===== config.mk =====
export PLATFORM = sky130hd
export DESIGN_NAME = data_sram_axi_bridge
export DESIGN_NICKNAME = d
export VERILOG_FILES = /design/src/rtl/data_sram_axi_bridge.sv
export SDC_FILE = /design/constraint.sdc
export NUM_CORES = 1
export LEC_CHECK = 0
export ABC_AREA = 0
export BUFFER_PORTS_ARGS = -buffer_cell sky130_fd_sc_hd__buf_4
export CORE_AREA = 2 2 123 125
export DETAILED_ROUTE_END_ITERATION = 16
export DIE_AREA = 0 0 125 127
export PLACE_DENSITY = 0.68
export SYNTH_ARGS = -nofsm -noshare
export SYNTH_HDL_FRONTEND = slang
export SYNTH_SLANG_ARGS = --single-unit

===== constraint.sdc =====
create_clock -name clk -period 2 [get_ports clk]
set_clock_uncertainty 0.2 [all_clocks]
set_input_delay 0 -clock clk [delete_from_list [all_inputs] [get_ports clk]]
set_output_delay 0 -clock clk [all_outputs]
set_load 0.01 [all_outputs]

===== src/rtl/data_sram_axi_bridge.sv =====
// Bridges the core data port's SRAM-like req/addr_ok/data_ok protocol to single-beat AXI4, one transaction at a time.
// Optional build macro BRIDGE_RESP_ERR_EN adds data_err, which flags non-OKAY rresp/bresp.
module data_sram_axi_bridge #(
  parameter logic [3:0] AXI_ID = 4'd1
) (
  input  logic        clk,
  input  logic        resetn,
  // core data port
  input  logic        data_req,
  input  logic        data_wr,
  input  logic [1:0]  data_size,
  input  logic [3:0]  data_wstrb,
  input  logic [31:0] data_addr,
  input  logic [31:0] data_wdata,
  output logic        data_addr_ok,
  output logic        data_data_ok,
  output logic [31:0] data_rdata,
`ifdef BRIDGE_RESP_ERR_EN
  output logic        data_err,
`endif
  // AR channel
  output logic [3:0]  arid,
  output logic [31:0] araddr,
  output logic [7:0]  arlen,
  output logic [2:0]  arsize,
  output logic [1:0]  arburst,
  output logic        arlock,
  output logic [3:0]  arcache,
  output logic [2:0]  arprot,
  output logic        arvalid,
  input  logic        arready,
  // R channel
  input  logic [3:0]  rid,
  input  logic [31:0] rdata,
  input  logic [1:0]  rresp,
  input  logic        rlast,
  input  logic        rvalid,
  output logic        rready,
  // AW channel
  output logic [3:0]  awid,
  output logic [31:0] awaddr,
  output logic [7:0]  awlen,
  output logic [2:0]  awsize,
  output logic [1:0]  awburst,
  output logic        awlock,
  output logic [3:0]  awcache,
  output logic [2:0]  awprot,
  output logic        awvalid,
  input  logic        awready,
  // W channel
  output logic [31:0] wdata,
  output logic [3:0]  wstrb,
  output logic        wlast,
  output logic        wvalid,
  input  logic        wready,
  // B channel
  input  logic [3:0]  bid,
  input  logic [1:0]  bresp,
  input  logic        bvalid,
  output logic        bready
);

  localparam int unsigned ADDR_W = 32;
  localparam int unsigned DATA_W = 32;
  localparam int unsigned STRB_W = DATA_W / 8;
  localparam int unsigned SIZE_W = 2;

  typedef enum logic [2:0] {
    IDLE,
    RD_AR,
    RD_R,
    WR_AW_W,
    WR_B
  } state_e;

  state_e              state_q, state_d;
  logic [ADDR_W-1:0]   addr_q, addr_d;
  logic [SIZE_W-1:0]   size_q, size_d;
  logic [STRB_W-1:0]   wstrb_q, wstrb_d;
  logic [DATA_W-1:0]   wdata_q, wdata_d;
  logic [DATA_W-1:0]   rdata_q, rdata_d;
  logic                data_ok_q, data_ok_d;
  logic                aw_done_q, aw_done_d;
  logic                w_done_q, w_done_d;
`ifdef BRIDGE_RESP_ERR_EN
  logic                err_q, err_d;
`endif

  logic aw_fire;
  logic w_fire;

  // Channel strobes are pure decodes of the state/flag registers.
  assign data_addr_ok = data_req & (state_q == IDLE);
  assign arvalid      = (state_q == RD_AR);
  assign rready       = (state_q == RD_R);
  assign awvalid      = (state_q == WR_AW_W) & ~aw_done_q;
  assign wvalid       = (state_q == WR_AW_W) & ~w_done_q;
  assign bready       = (state_q == WR_B);
  assign aw_fire      = awvalid & awready;
  assign w_fire       = wvalid & wready;

  assign arid    = AXI_ID;
  assign araddr  = addr_q;
  assign arlen   = 8'd0;
  assign arsize  = {1'b0, size_q};
  assign arburst = 2'b01;
  assign arlock  = 1'b0;
  assign arcache = 4'd0;
  assign arprot  = 3'd0;

  assign awid    = AXI_ID;
  assign awaddr  = addr_q;
  assign awlen   = 8'd0;
  assign awsize  = {1'b0, size_q};
  assign awburst = 2'b01;
  assign awlock  = 1'b0;
  assign awcache = 4'd0;
  assign awprot  = 3'd0;

  assign wdata = wdata_q;
  assign wstrb = wstrb_q;
  assign wlast = 1'b1;

  assign data_data_ok = data_ok_q;
  assign data_rdata   = rdata_q;
`ifdef BRIDGE_RESP_ERR_EN
  assign data_err     = err_q;
`endif

  // IDs and rlast carry no information with one single-beat transaction in flight.
  logic unused_resp;
  assign unused_resp = ^{rid, rlast, bid, rresp, bresp};

  always_comb begin
    state_d   = state_q;
    addr_d    = addr_q;
    size_d    = size_q;
    wstrb_d   = wstrb_q;
    wdata_d   = wdata_q;
    rdata_d   = rdata_q;
    data_ok_d = 1'b0;
    aw_done_d = aw_done_q;
    w_done_d  = w_done_q;
`ifdef BRIDGE_RESP_ERR_EN
    err_d     = 1'b0;
`endif
    case (state_q)
      IDLE: begin
        if (data_req) begin
          addr_d  = data_addr;
          size_d  = data_size;
          wstrb_d = data_wstrb;
          wdata_d = data_wdata;
          state_d = data_wr ? WR_AW_W : RD_AR;
        end
      end
      RD_AR: begin
        if (arready) state_d = RD_R;
      end
      RD_R: begin
        if (rvalid) begin
          rdata_d   = rdata;
          data_ok_d = 1'b1;
`ifdef BRIDGE_RESP_ERR_EN
          err_d     = (rresp != 2'b00);
`endif
          state_d   = IDLE;
        end
      end
      WR_AW_W: begin
        // AW and W complete independently; leave once both have handshaken.
        if (aw_fire) aw_done_d = 1'b1;
        if (w_fire)  w_done_d  = 1'b1;
        if ((aw_done_q | aw_fire) && (w_done_q | w_fire)) begin
          aw_done_d = 1'b0;
          w_done_d  = 1'b0;
          state_d   = WR_B;
        end
      end
      WR_B: begin
        if (bvalid) begin
          data_ok_d = 1'b1;
`ifdef BRIDGE_RESP_ERR_EN
          err_d     = (bresp != 2'b00);
`endif
          state_d   = IDLE;
        end
      end
      default: state_d = IDLE;
    endcase
  end

  always_ff @(posedge clk or negedge resetn) begin
    if (!resetn) begin
      state_q   <= IDLE;
      addr_q    <= '0;
      size_q    <= '0;
      wstrb_q   <= '0;
      wdata_q   <= '0;
      rdata_q   <= '0;
      data_ok_q <= 1'b0;
      aw_done_q <= 1'b0;
      w_done_q  <= 1'b0;
`ifdef BRIDGE_RESP_ERR_EN
      err_q     <= 1'b0;
`endif
    end else begin
      state_q   <= state_d;
      addr_q    <= addr_d;
      size_q    <= size_d;
      wstrb_q   <= wstrb_d;
      wdata_q   <= wdata_d;
      rdata_q   <= rdata_d;
      data_ok_q <= data_ok_d;
      aw_done_q <= aw_done_d;
      w_done_q  <= w_done_d;
`ifdef BRIDGE_RESP_ERR_EN
      err_q     <= err_d;
`endif
    end
  end

endmodule


==> impl_metrics.env <==
export IMPL_hold_viol=0
export IMPL_rr_endpoint="data_rdata[10]$_DFFE_PN0P_"
export IMPL_path_clk_slew_ps=80
export IMPL_avgRoutedWirePerCell_um=15.11
export IMPL_syn_area_mm2=0.004805
export IMPL_synth_most_common_cell="dfrtp_1"
export IMPL_vdd_ir_drop_max_uv=896.3
export IMPL_r2r_start="state_q[1]$_DFFE_PN0P_"
export IMPL_startpoint_type="flip-flop"
export IMPL_internal_power_mw=7.459
export IMPL_synth_area_leaders="dfrtp_1, mux2_2, buf_4"
export IMPL_swShare=0.3432
export IMPL_port_buffers=253
export IMPL_ant_nets=0
export IMPL_via_per_inst=4.339
export IMPL_worstHoldStart="data_req"
export IMPL_syn_to_final_growth_pct=64.19
export IMPL_min_period_ps=1913
export IMPL_cts_buffer_depth=2
export IMPL_rsz0062_at_grt="no"
export IMPL_arrival_ps=1950
export IMPL_synth_edf_count=0
export IMPL_setup_viol=0
export IMPL_p_seq_frac=0.359
export IMPL_gr_total_overflow=0
export IMPL_grt_pass1_wl_um=19880
export IMPL_antenna_found_initial=0
export IMPL_period_share=0.9564
export IMPL_dr_pass1_iters=4
export IMPL_clk_latency_ps=350
export IMPL_drtIter0Drc=104
export IMPL_final_util=0.5469
export IMPL_critPathMaxFanout=33
export IMPL_maxCapViolCount=0
export IMPL_io_pins=314
export IMPL_synthCells=339
export IMPL_dieHeight_um=127
export IMPL_regToRegSetupSlack_ps=90
export IMPL_avgSynthCellArea_um2=14.17
export IMPL_reg2reg_depth=4
export IMPL_cts_buffers=9
export IMPL_maxSlewViolCount=0
export IMPL_grt_max_degree=109
export IMPL_ys_warn_count=0
export IMPL_critical_path_class="reg2reg"
export IMPL_end_kind="flip-flop"
export IMPL_hold_class="in2reg"
export IMPL_synthTopCellsByCount="dfrtp_1, mux2_2, buf_4"
export IMPL_die_w_um=125
export IMPL_comb_power_share=0.488
export IMPL_grt_pass1_vias=4008
export IMPL_dpl_hpwl_um=8189
export IMPL_root_buffer="clkbuf_16"
export IMPL_cts_sinks=108
export IMPL_grt_usage=0.1571
export IMPL_drc=0
export IMPL_cts_tree="done"
export IMPL_seq_area_frac_synth=0.5625
export IMPL_synth_top_cell_area_share=0.5625
export IMPL_p_switching_mw=3.897
export IMPL_relSlewSlack=0.6211
export IMPL_drive_above_1_share=0.5449
export IMPL_critPathRequiredTime_ps=2030
export IMPL_holdPathStages=4
export IMPL_rows=44
export IMPL_holdPathEnd="state_q[1]$_DFFE_PN0P_"
export IMPL_status="completed"
export IMPL_max_freq_ghz=0.5228
export IMPL_synthFlopType="dfrtp_1"
export IMPL_p_leak_nw=3.798
export IMPL_nets=798
export IMPL_num_vias=3749
export IMPL_yosysTopAreaCell="dfrtp_1"
export IMPL_synth_seq_cells=108
export IMPL_start_util=0.3331
export IMPL_tightest_slew_ps=568.4
export IMPL_ys_types=23
export IMPL_pwr_share_clk=0.152
export IMPL_async_flop_share=1.000
export IMPL_gp_congestion=0.7898
export IMPL_fillers=1121
export IMPL_drt_wl_total_um=13050
export IMPL_fp_coreArea_mm2=0.01442
export IMPL_power_density_mw_per_mm2=1439
export IMPL_dieArea_mm2=0.01588
export IMPL_htreeDepth=3
export IMPL_setup_tns_ps=0
==> logic make-up after synthesis <==
group           Yosys count  synth area share
simple gates             19           0.02578
other cells               2          0.001563
buf+inv                  97            0.1544
compound gates            9           0.01224
mux                     104            0.2435
flops                   108            0.5625
==> through the flow <==
step                      power [mW]  hold WS, ps  area, um2  setup WS, ps  instances
after floorplan                7.040       -495.6       4974        0.1457        384
after global placement         9.229       -79.82       6459         104.6        733
after global routing           12.03        11.69       7886         4.584        863
after CTS                      11.36        8.897       7855         52.47        860
after detailed placement       9.387       -73.54       6459         59.69        733
final                          11.36        26.41       7889         87.20        864
==> cells in the final DEF, fill, tap and decap left out <==
master	instances
clkinv_2	2
a221oi_1	1
dlygate4sd3_1	111
clkinvlp_4	1
mux2_2	90
buf_6	1
a21oi_1	4
inv_6	2
nand3b_1	2
nand2b_1	2
buf_12	2
inv_1	2
nor3b_1	3
o22ai_1	1
o2bb2ai_1	1
diode_2	1
nor2_1	8
buf_4	259
clkinv_4	1
a21o_1	2
mux2i_1	1
dfrtp_1	108
nor4b_4	1
clkbuf_16	10
and2_1	1
and3b_1	1
nand3_1	1
mux2_1	13
conb_1	47
clkinv_8	1
==> layer usage <==
layer / vias up / share of wire / GRT usage
met2: 200 / 0.54 / 0.2845
met1: 1821 / 0.36 / 0.1624
met4: 0 / 0.032 / 0.08824
met5: - / 0 / 0
met3: 32 / 0.076 / 0.04732
li1: 1696 / - / -
==> what timing repair did <==
| item | 4_1_cts | 5_1_grt |
|---|---|---|
| setup endpoints to repair | 0 | 15 |
| resized for setup | 0 | 1 |
| hold buffers | 111 | 0 |
| endpoints found under the hold margin | 216 | 0 |
| setup buffers | 0 | 2 |
==> flip-flops by register name (all words and copies together) (netlist names) <==
name          flops
state_q           3
wstrb             4
w_done_q          1
wdata            32
data_rdata       32
araddr           32
size_q            2
data_data_ok      1
aw_done_q         1
==> power by group through the flow <==
stage | registers (mW) | clock network [mW] | logic [mW]
global placement | 4.02 | 0 | 5.21
floorplan | 4.45 | 0 | 2.59
detailed placement | 4.08 | 0 | 5.31
CTS | 4.07 | 1.79 | 5.50
global route | 4.25 | 1.89 | 5.89
finish | 4.08 | 1.73 | 5.55
==> layout make-up <==
class | count | area [um2] | share of cell area
Timing Repair Buffer | 374 | 3132 | 0.3970
Clock buffer | 9 | 225.2 | 0.02855
Sequential cell | 108 | 2703 | 0.3426
Clock inverter | 7 | 60.06 | 0.007613
Multi-Input combinational cell | 179 | 1529 | 0.1938
Antenna cell | 1 | 2.502 | 0.0003172
Inverter | 2 | 7.507 | 0.0009516
Tap cell | 184 | 230.2 | 0.02918
==> worst max-delay path, cell delays in order (launching register included) <==
cell and delay, ps:
dfrtp_1 470, nor3b_1 310, and2_1 220, buf_12 220, mux2_2 370
==> worst max-delay path by stage <==
stage                                      start                         end  slack, ps  cells past startpoint
final                     state_q[1]$_DFFE_PN0P_  data_rdata[10]$_DFFE_PN0P_         90                      4
after global routing      state_q[1]$_DFFE_PN0P_                data_addr_ok          5                      4
after CTS                 state_q[1]$_DFFE_PN0P_      araddr[23]$_DFFE_PN0P_         50                      3
after detailed placement  state_q[1]$_DFFE_PN0P_      araddr[23]$_DFFE_PN0P_         60                      3
after floorplan           state_q[2]$_DFFE_PN0P_  data_rdata[10]$_DFFE_PN0P_        0.1                      6
after global placement    state_q[1]$_DFFE_PN0P_      araddr[26]$_DFFE_PN0P_        100                      3
Power figures use the tool's default switching activity.
